### config.mk
export PLATFORM = sky130hd
export DESIGN_NAME = spi_slave_engine_flat
export DESIGN_NICKNAME = d
export VERILOG_FILES = /design/src/rtl/spi_pkg.sv /design/src/rtl/spi_slave_engine_if.sv /design/src/rtl/spi_sync.sv /design/src/rtl/spi_slave_engine.sv /design/src/flat_wrapper.sv
export SDC_FILE = /design/constraint.sdc
export NUM_CORES = 1
export LEC_CHECK = 0
export ABC_AREA = 1
export BUFFER_PORTS_ARGS = -buffer_cell sky130_fd_sc_hd__buf_2
export CAP_MARGIN = 20
export CORE_ASPECT_RATIO = 0.8
export CORE_UTILIZATION = 35
export DETAILED_ROUTE_END_ITERATION = 10
export MAX_ROUTING_LAYER = met4
export PLACE_DENSITY = 0.55
export SLEW_MARGIN = 5
export SYNTH_ARGS = -nofsm -noshare
export SYNTH_HDL_FRONTEND = slang
export SYNTH_SLANG_ARGS = --single-unit
### constraint.sdc
create_clock -name clk -period 1.8 [get_ports clk]
set_input_delay 0.09 -clock clk [delete_from_list [all_inputs] [get_ports clk]]
set_output_delay 0.09 -clock clk [all_outputs]
set_load 0.01 [all_outputs]
### src/rtl/spi_pkg.sv
// Shared constants for the SPI responder: FSM state encoding
// and the width of the bit counter.
package spi_pkg;

    localparam logic [1:0] ST_IDLE   = 2'd0;
    localparam logic [1:0] ST_ACTIVE = 2'd1;
    localparam logic [1:0] ST_DONE   = 2'd2;

    // Bit counter width for transfers of up to 32 bits.
    localparam int CNT_W = 5;

endpackage

### src/rtl/spi_slave_engine_if.sv
// Bus and fabric handshake bundle of the SPI responder.
// master: drives sck/ss_L/mosi/to_master/arm; slave: the responder.
interface spi_slave_engine_if #(
    parameter int WID = 24
);

    logic           sck;
    logic           ss_L;
    logic           mosi;
    logic           miso;
    logic [WID-1:0] to_master;
    logic [WID-1:0] from_master;
    logic           arm;
    logic           finished;
    logic           err;

    modport master (
        output sck, ss_L, mosi, to_master, arm,
        input  miso, from_master, finished, err
    );

    modport slave (
        input  sck, ss_L, mosi, to_master, arm,
        output miso, from_master, finished, err
    );

endinterface

### src/rtl/spi_sync.sv
// Two-flop synchronizer with async active-low reset.
// Ports: clk, rst_L, rst_val (reset level), d (async in), q (synced out).
module spi_sync (
    input  logic clk,
    input  logic rst_L,
    input  logic rst_val,
    input  logic d,
    output logic q
);

    logic [1:0] s_q;
    logic [1:0] s_d;

    always_comb begin
        s_d = {s_q[0], d};
    end

    always_ff @(posedge clk or negedge rst_L) begin
        if (!rst_L) begin
            s_q <= {2{rst_val}};
        end else begin
            s_q <= s_d;
        end
    end

    assign q = s_q[1];

endmodule

### src/rtl/spi_slave_engine.sv
// SPI responder: oversamples sck/ss_L/mosi, shifts a word out on miso,
// captures mosi. Ports: clk, rst_L, bus (spi_slave_engine_if.slave).
module spi_slave_engine
    import spi_pkg::*;
#(
    parameter int WID      = 24,
    parameter bit POLARITY = 1'b0,
    parameter bit PHASE    = 1'b0
) (
    input  logic              clk,
    input  logic              rst_L,
    spi_slave_engine_if.slave bus
);

    // One extra bit so a full 32-bit count is distinct from zero.
    localparam int             CW   = CNT_W + 1;
    localparam logic [CW-1:0]  FULL = CW'(WID);
    localparam logic [CW-1:0]  ONE  = CW'(1);

    logic           sck_s;
    logic           ss_s;
    logic           mosi_s;
    logic           sck_h_q;
    logic           ss_h_q;

    logic [1:0]     state_q, state_d;
    logic [CW-1:0]  cnt_q, cnt_d;
    logic [WID-1:0] tx_q, tx_d;
    logic [WID-1:0] rx_q, rx_d;
    logic [WID-1:0] from_q, from_d;
    logic           miso_q, miso_d;
    logic           fin_q, fin_d;
    logic           err_q, err_d;
    logic           ovf_q, ovf_d;

    logic           lead;
    logic           trail;
    logic           smp;
    logic           shf;
    logic           ss_fall;
    logic           ss_rise;

    spi_sync u_sck (
        .clk     (clk),
        .rst_L   (rst_L),
        .rst_val (POLARITY),
        .d       (bus.sck),
        .q       (sck_s)
    );

    spi_sync u_ss (
        .clk     (clk),
        .rst_L   (rst_L),
        .rst_val (1'b1),
        .d       (bus.ss_L),
        .q       (ss_s)
    );

    spi_sync u_mosi (
        .clk     (clk),
        .rst_L   (rst_L),
        .rst_val (1'b0),
        .d       (bus.mosi),
        .q       (mosi_s)
    );

    always_comb begin
        lead    = (sck_h_q == POLARITY) && (sck_s != POLARITY);
        trail   = (sck_h_q != POLARITY) && (sck_s == POLARITY);
        smp     = PHASE ? trail : lead;
        shf     = PHASE ? lead : trail;
        ss_fall = ss_h_q && !ss_s;
        ss_rise = !ss_h_q && ss_s;
    end

    always_comb begin
        state_d = state_q;
        cnt_d   = cnt_q;
        tx_d    = tx_q;
        rx_d    = rx_q;
        from_d  = from_q;
        miso_d  = miso_q;
        fin_d   = fin_q;
        err_d   = err_q;
        ovf_d   = ovf_q;

        if (!bus.arm) begin
            state_d = ST_IDLE;
            cnt_d   = '0;
            miso_d  = 1'b0;
            fin_d   = 1'b0;
            err_d   = 1'b0;
            ovf_d   = 1'b0;
        end else begin
            unique case (state_q)
                ST_IDLE: begin
                    miso_d = 1'b0;
                    cnt_d  = '0;
                    fin_d  = 1'b0;
                    err_d  = 1'b0;
                    ovf_d  = 1'b0;
                    if (ss_fall) begin
                        state_d = ST_ACTIVE;
                        rx_d    = '0;
                        if (PHASE) begin
                            tx_d = bus.to_master;
                        end else begin
                            // CPHA=0: MSB must be on the wire
                            // before the first leading edge.
                            miso_d = bus.to_master[WID-1];
                            tx_d   = {bus.to_master[WID-2:0], 1'b0};
                        end
                    end
                end
                ST_ACTIVE: begin
                    if (smp) begin
                        if (cnt_q == FULL) begin
                            err_d  = 1'b1;
                            ovf_d  = 1'b1;
                            miso_d = 1'b0;
                        end else begin
                            rx_d  = {rx_q[WID-2:0], mosi_s};
                            cnt_d = cnt_q + ONE;
                        end
                    end
                    if (shf) begin
                        miso_d = tx_q[WID-1] && !ovf_q;
                        tx_d   = {tx_q[WID-2:0], 1'b0};
                    end
                    // Uses the _d values so a same-cycle sample counts.
                    if (ss_rise) begin
                        from_d  = rx_d;
                        fin_d   = 1'b1;
                        err_d   = err_d || (cnt_d != FULL);
                        miso_d  = 1'b0;
                        ovf_d   = 1'b0;
                        state_d = ST_DONE;
                    end
                end
                ST_DONE: begin
                    state_d = ST_DONE;
                end
                default: begin
                    state_d = ST_IDLE;
                end
            endcase
        end
    end

    always_ff @(posedge clk or negedge rst_L) begin
        if (!rst_L) begin
            sck_h_q <= POLARITY;
            ss_h_q  <= 1'b1;
            state_q <= ST_IDLE;
            cnt_q   <= '0;
            tx_q    <= '0;
            rx_q    <= '0;
            from_q  <= '0;
            miso_q  <= 1'b0;
            fin_q   <= 1'b0;
            err_q   <= 1'b0;
            ovf_q   <= 1'b0;
        end else begin
            sck_h_q <= sck_s;
            ss_h_q  <= ss_s;
            state_q <= state_d;
            cnt_q   <= cnt_d;
            tx_q    <= tx_d;
            rx_q    <= rx_d;
            from_q  <= from_d;
            miso_q  <= miso_d;
            fin_q   <= fin_d;
            err_q   <= err_d;
            ovf_q   <= ovf_d;
        end
    end

    assign bus.miso        = miso_q;
    assign bus.from_master = from_q;
    assign bus.finished    = fin_q;
    assign bus.err         = err_q;

endmodule

### src/flat_wrapper.sv
// flat-port wrapper written by rule: the top's interface ports become plain ports
module spi_slave_engine_flat import spi_pkg::*;
#(
    parameter int WID      = 24,
    parameter bit POLARITY = 1'b0,
    parameter bit PHASE    = 1'b0
)
  (clk, rst_L, bus_sck, bus_ss_L, bus_mosi, bus_to_master, bus_arm, bus_miso, bus_from_master, bus_finished, bus_err);
  spi_slave_engine_if #(.WID(WID)) bus_i ();
  input  logic clk;
  input  logic rst_L;
  input wire logic [$bits(bus_i.sck)-1:0] bus_sck;
  input wire logic [$bits(bus_i.ss_L)-1:0] bus_ss_L;
  input wire logic [$bits(bus_i.mosi)-1:0] bus_mosi;
  input wire logic [$bits(bus_i.to_master)-1:0] bus_to_master;
  input wire logic [$bits(bus_i.arm)-1:0] bus_arm;
  output wire logic [$bits(bus_i.miso)-1:0] bus_miso;
  output wire logic [$bits(bus_i.from_master)-1:0] bus_from_master;
  output wire logic [$bits(bus_i.finished)-1:0] bus_finished;
  output wire logic [$bits(bus_i.err)-1:0] bus_err;
  assign bus_i.sck = bus_sck;
  assign bus_i.ss_L = bus_ss_L;
  assign bus_i.mosi = bus_mosi;
  assign bus_i.to_master = bus_to_master;
  assign bus_i.arm = bus_arm;
  assign bus_miso = bus_i.miso;
  assign bus_from_master = bus_i.from_master;
  assign bus_finished = bus_i.finished;
  assign bus_err = bus_i.err;
  spi_slave_engine #(.WID(WID), .POLARITY(POLARITY), .PHASE(PHASE)) u_core (.clk(clk), .rst_L(rst_L), .bus(bus_i));
endmodule
# Word level (Yosys, flattened, before mapping)
# Cells that the tools add are included.
totals:
  reg_bits: 92
  latchBits: 0
  mem_bits_rw: 0
  rom_bits: 0
  input_bits: 30
  word_cells: 87
  mem_count: 0
classes:
  add_sub_neg: 1
  multipliers: 0
  n_div: 0
  magnitude_cmp: 0
  n_eq_ne: 13
  shifts: 0
  muxes: 39
  bitwise_logic: 2
  reduce_logical: 18
ops:
  columns: ["op", "count"]
  rows:
  - ["$mux 24", 5]
  - ["$pmux 24 s2", 2]
  - ["$mux 6", 5]
  - ["$mux 1", 18]
  - ["$pmux 6 s2", 1]
  - ["$reduce_and 3->1", 4]
  - ["$ne 5x2->1 const B", 2]
  - ["$ne 4x2->1 const B", 2]
  - ["$pmux 1 s2", 4]
  - ["$add 6x1->6 const B", 1]
  - ["$eq 6x5->1 const B", 1]
  - ["$mux 2", 3]
  - ["$ne 3x2->1 const B", 2]
  - ["$ne 6x5->1 const B", 1]
  - ["$pmux 2 s3", 1]
  - ["$logic_and 1x1->1", 5]
  - ["$ne 2x1->1 const B", 2]
  - ["$reduce_and 2->1", 2]
  - ["$reduce_and 4->1", 1]
  - ["$logic_not 1->1", 3]
  - ["$ne 3x1->1 const B", 1]
  - ["$eq 2x1->1 const B", 1]
  - ["$eq 2x2->1 const B", 1]
  - ["$logic_not 2->1", 1]
  - ["3 further kinds", 4]

# Depth between registers and ports, before layout
# Gate-level depths: netlist of the first run.
logic_depth:
  word_depth: 10
  ltp_mapped: 13

# Least setup slack after synthesis of the first run
# OpenSTA, ideal clock, no wires.
synth_timing:
  path_kind: "flip-flop to flip-flop"
  from: "reg u_core.state_q[1]"
  to: "reg u_core.tx_q[22]"
  t_arrival_ns: 1.471
  required_ns: 1.670
  path_slack_ns: 0.199
  stages_incl_launch_ff: 9
  n_path_buf: 1
  cell_sequence: "dfrtp_1 -> inv_1 -> ha_1 -> inv_1 -> a21oi_1 -> nand2_1 -> a21oi_4 -> buf_2 -> o21ai_0"
synth_between:
  elab_chain_len: 3
  word_cells_on_any_way: 7
  classes_between: "3 x eq/ne; 1 x mux; 3 x reduce/logical"
synth_rtl:
  columns: ["item", "line_no", "source"]
  rows:
  - ["start, declared", "spi_slave_engine.sv:26", "logic [1:0] state_q, state_d;"]
  - ["start signal, assigned", "spi_slave_engine.sv:166", "state_q <= state_d;"]
  - ["$eq 2x1->1 or $logic_not 2->1 (tied branches)", "spi_slave_engine.sv:95", "unique case (state_q)"]
  - ["$ne 2x1->1 (no source line) or $reduce_bool 2->1 (tied branches)", null, null]
  - ["$reduce_and 4->1 (no source line)", null, null]
  - ["end signal, assigned", "spi_slave_engine.sv:168", "tx_q <= tx_d;"]
  - ["end, declared", "spi_slave_engine.sv:28", "logic [WID-1:0] tx_q, tx_d;"]
# Several ways; a longest one is shown, not always the timed one.
# A chain may end at the register's enable or synchronous reset.

# Final worst setup path of the first run
layout_timing:
  from: "reg u_core.cnt_q[0]"
  to: "reg u_core.from_q[22], in the netlist u_core.bus.from_master[22]"
layout_between:
  elab_chain_len: 3
layout_rtl:
  columns: ["item", "line_no", "source"]
  rows:
  - ["start, declared", "spi_slave_engine.sv:27", "logic [CW-1:0] cnt_q, cnt_d;"]
  - ["start signal, assigned", "spi_slave_engine.sv:167", "cnt_q <= cnt_d;"]
  - ["$eq 6x5->1", "spi_slave_engine.sv:117", "if (cnt_q == FULL) begin"]
  - ["$mux 24", "spi_slave_engine.sv:117", null]
  - ["$mux 24", "spi_slave_engine.sv:116", "if (smp) begin"]
  - ["end signal, assigned", "spi_slave_engine.sv:170", "from_q <= from_d;"]
  - ["end, declared", "spi_slave_engine.sv:30", "logic [WID-1:0] from_q, from_d;"]
# Every way passes these cells.

==> results of run 1 <==
-- critical path, stage by stage (launching register included) --
cell and delay, ns:
sky130_fd_sc_hd__dfrtp_1 0.38, sky130_fd_sc_hd__inv_1 0.09, sky130_fd_sc_hd__ha_1 0.19, sky130_fd_sc_hd__nand2_1 0.06, sky130_fd_sc_hd__inv_1 0.06, sky130_fd_sc_hd__nand3_2 0.11
sky130_fd_sc_hd__nand2_4 0.10, sky130_fd_sc_hd__clkbuf_16 0.21, sky130_fd_sc_hd__o21ai_0 0.25, sky130_fd_sc_hd__o21ai_0 0.11
-- final timing paths --
check                                         start                    endpoint  slack [ns]  depth (start not counted)
worst min-delay path              bus_to_master[12]             u_core.tx_q[13]       0.008                          3
worst min register to register  u_core.u_sck.s_q[0]         u_core.u_sck.s_q[1]        0.35                          0
worst max register to register      u_core.cnt_q[0]  u_core.bus.from_master[22]         0.1                          9
worst max-delay path                u_core.cnt_q[0]  u_core.bus.from_master[22]         0.1                          9
max in group asynchronous                     rst_L          u_core.u_ss.s_q[1]        1.06                          3
min in group asynchronous                     rst_L              u_core.rx_q[8]        0.14                          2
-- kinds of logic after synthesis --
| kind of cell | count (synthesis) | share of synthesized area |
|---|---|---|
| AO/OA/AOI/OAI | 135 | 0.1926 |
| AND/OR/NAND/NOR | 135 | 0.1328 |
| buffers and inverters | 94 | 0.09474 |
| flip-flops | 91 | 0.5644 |
| adder cells (fa/ha/maj) | 5 | 0.01548 |
-- sequential cells by signal (all words and copies together), names as in the netlist, 2 cells and up --
name and count:
u_core.bus.from_master 24, u_core.cnt_q 6, u_core.rx_q 24, u_core.state_q 2, u_core.tx_q 23, u_core.u_mosi.s_q 2
u_core.u_sck.s_q 2, u_core.u_ss.s_q 2
-- what timing repair did --
action / 4_1_cts / 5_1_grt
endpoints found under the hold margin: 102 / 0
setup buffers: 0 / 2
hold buffers: 15 / 0
endpoints found under the setup margin: 0 / 73
resized for setup: 0 / 19
-- cell type report --
class,count,area share
Inverter,71,0.05214
Clock buffer,13,0.05483
Tap cell,144,0.03525
Multi-Input combinational cell,275,0.2756
Sequential cell,91,0.4463
Clock inverter,3,0.008568
Timing Repair Buffer,86,0.1273
-- stage by stage --
step	TNS, ns	cells	area [um^2]
global route	-0.01256	683	5111
detailed placement	0	648	4521
finish	0	683	5111
CTS	0	679	4995
global placement	0	648	4521
floorplan	0	460	4041
-- power groups by stage --
stage	Clock, W	Combinational, W	Sequential, W
3_3_place_gp	0	0.00247	0.00319
6_report	0.00198	0.00265	0.00319
5_1_grt	0.00215	0.00304	0.00330
2_1_floorplan	0	0.00166	0.00328
4_1_cts	0.00206	0.00257	0.00319
3_5_place_dp	0	0.00254	0.00322
-- cells in the final DEF, fill, tap and decap left out, types with 5 or more instances in the layout --
master                          synthesis  layout
sky130_fd_sc_hd__buf_4                  0       7
sky130_fd_sc_hd__nand2_1              112     110
sky130_fd_sc_hd__nand3_1               11      10
sky130_fd_sc_hd__o21ai_1                6      12
sky130_fd_sc_hd__o22ai_1               26      26
sky130_fd_sc_hd__dfrtp_1               88      88
sky130_fd_sc_hd__dlygate4sd3_1          0      15
sky130_fd_sc_hd__inv_1                 71      70
sky130_fd_sc_hd__buf_12                 0       5
sky130_fd_sc_hd__clkbuf_16              0      11
sky130_fd_sc_hd__buf_2                 12      55
sky130_fd_sc_hd__o21ai_0               76      70
sky130_fd_sc_hd__nor2_1                 6       6
sky130_fd_sc_hd__o211ai_1              22      22
-- routing by layer --
| layer | wire length (um) | vias to the layer above |
|---|---|---|
| li1 | - | 1658 |
| met1 | 4469 | 1525 |
| met2 | 4006 | 56 |
| met3 | 288 | 4 |
| met4 | 46 | 0 |
| met5 | 0 | - |
==> qor.yml, run 1 <==
std_cell_rows: 34
drive_above_1_share: 0.1800
switching_power_w: 0.002684
pd_cells_nw_per_um2: 1530
share_seq_of_total_power: 0.408
use_met1: 0.2252
synthesis.instances: 460
most_frequently_used_flop_master_after_synthesis: "sky130_fd_sc_hd__dfrtp_1"
cellInternalPower_w: 0.005135
floorplan.io_pins: 57
finalCoreUtilization: 0.4621
grt_pass1_vias: 2992
timing.critical_path.from_type: "flop"
post_drt_via_cell_ratio: 4.748
grtUsageMet2: 0.2212
initial_utilization: 0.3654
combinational_group_share_of_total_power: 0.339
detailedRoute.firstPassIterationCount: 4
finalNetCount: 569
max_slew_margin: 0.7469
synthTopCellsByArea: "sky130_fd_sc_hd__dfrtp_1 54%, sky130_fd_sc_hd__nand2_1 10%, sky130_fd_sc_hd__o21ai_0 9.4%, sky130_fd_sc_hd__inv_1 6.6%, sky130_fd_sc_hd__o211ai_1 4.1%"
globalRouteMet3Util: 0.04498
grt_start_max_net_pins: 61
drtIter0Drc: 172
final.fill_count: 1084
final_hold_viol_count: 0
final.setup_skew_ns: 0.006047
clock-sinks: 91
synth.yosys.seq_area_share: 0.5644
cts.clk_slew.worst_paths_ns: 0.06
antenna_cells: 0
report.final.slew_viol_count: 0
worst-endpoint-required_ns: 2.01
synthMostInstantiatedCell: "sky130_fd_sc_hd__nand2_1"
final-seq-area_um2: 2281
drt_wl_total_um: 8810
synth.distinct_cells: 23
clkPwrFrac: 0.253
area.growth.synth_to_final_pct: 26.47
synth.cell_area_um2: 4041
tritoncts: "yes"
dieWidth_um: 122.1
die_h_um: 98.11
status: "finished clean"
min-delay-path-class: "in -> reg"
finalSetupViolCount: 0
ir_worst_vdd_uv: 501.8
postSynthRegisterBits: 91
clk_latency_ns: 0.33
yosys_warnings: 0
global_route.peak_usage_layer: "met1"
route.detailed.wl_per_inst_um: 12.90
cts.path.max_buffers: 2
htree_num_levels: 3
crit_type: "reg -> reg"
place.gp.congestion: 0.8231
max_cap_violations: 0
num_vias: 3243
pre_cts_slack_ns: 0.02964
grt_first_pass_wirelength_um: 14470
cts_root_buf: "sky130_fd_sc_hd__clkbuf_16"
netlist.area_leader.share: 0.5449
dp_hpwl_um: 5638
critical_path.endpoint_type: "flop"
port-buffer-count: 56
antenna_violating_nets_post_route: 0
cellLeakagePower_nw: 2.539
multi_input_comb_area_um2: 1409
fin_crit_sh: 0.9461
achievable-frequency_ghz: 0.5872
switching_share: 0.3432
maximum_fanout_count_along_the_critical_path: 25
async_flop_share: 1.000
finalCriticalPeriod_ns: 1.703
synthTopCellsByCount: "112 x sky130_fd_sc_hd__nand2_1, 88 x sky130_fd_sc_hd__dfrtp_1, 76 x sky130_fd_sc_hd__o21ai_0, 71 x sky130_fd_sc_hd__inv_1, 26 x sky130_fd_sc_hd__o22ai_1"
cts_inserted_buffers: 9
post-route-worst-setup-slack_ns: 0.09702
postSynthAreaPerCell_um2: 8.786
total_routing_usage_gr: 0.1598
yosys.area.top_type: "sky130_fd_sc_hd__dfrtp_1"
tightestPinTransition_ns: 0.3787
mappedNetlistNets: 495
floorplan.die_area_um2: 11980
power.total_w: 0.007819
hold_ws_ns: 0.007865
grt_remaining_overflow: 0
core_box_area_um2: 11060
synth_edf_count: 0
route.detailed.drc: 0
worstPathArrival_ns: 1.91
grt_antenna_before_repair: 0
Power figures use the tool's default switching activity.
==> run 2, diff against run 1 <==
CORE_ASPECT_RATIO = default   (was 0.8)
CORE_UTILIZATION = default   (was 35)
PLACE_DENSITY = default   (was 0.55)
SYNTH_HIERARCHICAL = 1   (was default)
==> run 2 against run 1 <==
The run now fails in synthesis (1_2_yosys).
==> qor.yml, run 2 <==
status: "stopped before the end"
last-stage-reached: "synthesis (1_2_yosys)"
error_message: "ERROR: Found 6 problems in 'check -assert'."
async_flop_share: 1.000  # unchanged
netlist.area_leader.share: 0.5393  # -0.005566
synth.distinct_cells: 28  # +22%
synthTopCellsByCount: "104 x sky130_fd_sc_hd__nand2_1, 84 x sky130_fd_sc_hd__dfrtp_1, 66 x sky130_fd_sc_hd__inv_1, 45 x sky130_fd_sc_hd__o21ai_0, 32 x sky130_fd_sc_hd__o21ai_1"
synth.yosys.seq_area_share: 0.5461  # -0.01833
yosys.area.top_type: "sky130_fd_sc_hd__dfrtp_1"
synthTopCellsByArea: "sky130_fd_sc_hd__dfrtp_1 54%, sky130_fd_sc_hd__nand2_1 10%, sky130_fd_sc_hd__inv_1 6.4%, sky130_fd_sc_hd__o21ai_0 5.8%, sky130_fd_sc_hd__o22ai_1 4.7%"
most_frequently_used_flop_master_after_synthesis: "sky130_fd_sc_hd__dfrtp_1"
ys_area_um2: 3897
ys_cells: 451
yosys_warnings: 0  # unchanged
synthMostInstantiatedCell: "sky130_fd_sc_hd__nand2_1"
synth_edf_count: 0  # unchanged
postSynthRegisterBits: 85  # -6.6%
==> run 2: logic make-up after synthesis <==
logic type / synth area share
buf+inv: 0.09695
simple gates: 0.1393
fa+ha+maj: 0.01605
compound gates: 0.1974
other cells: 0.001927
flops: 0.5461
xor+xnor: 0.002248
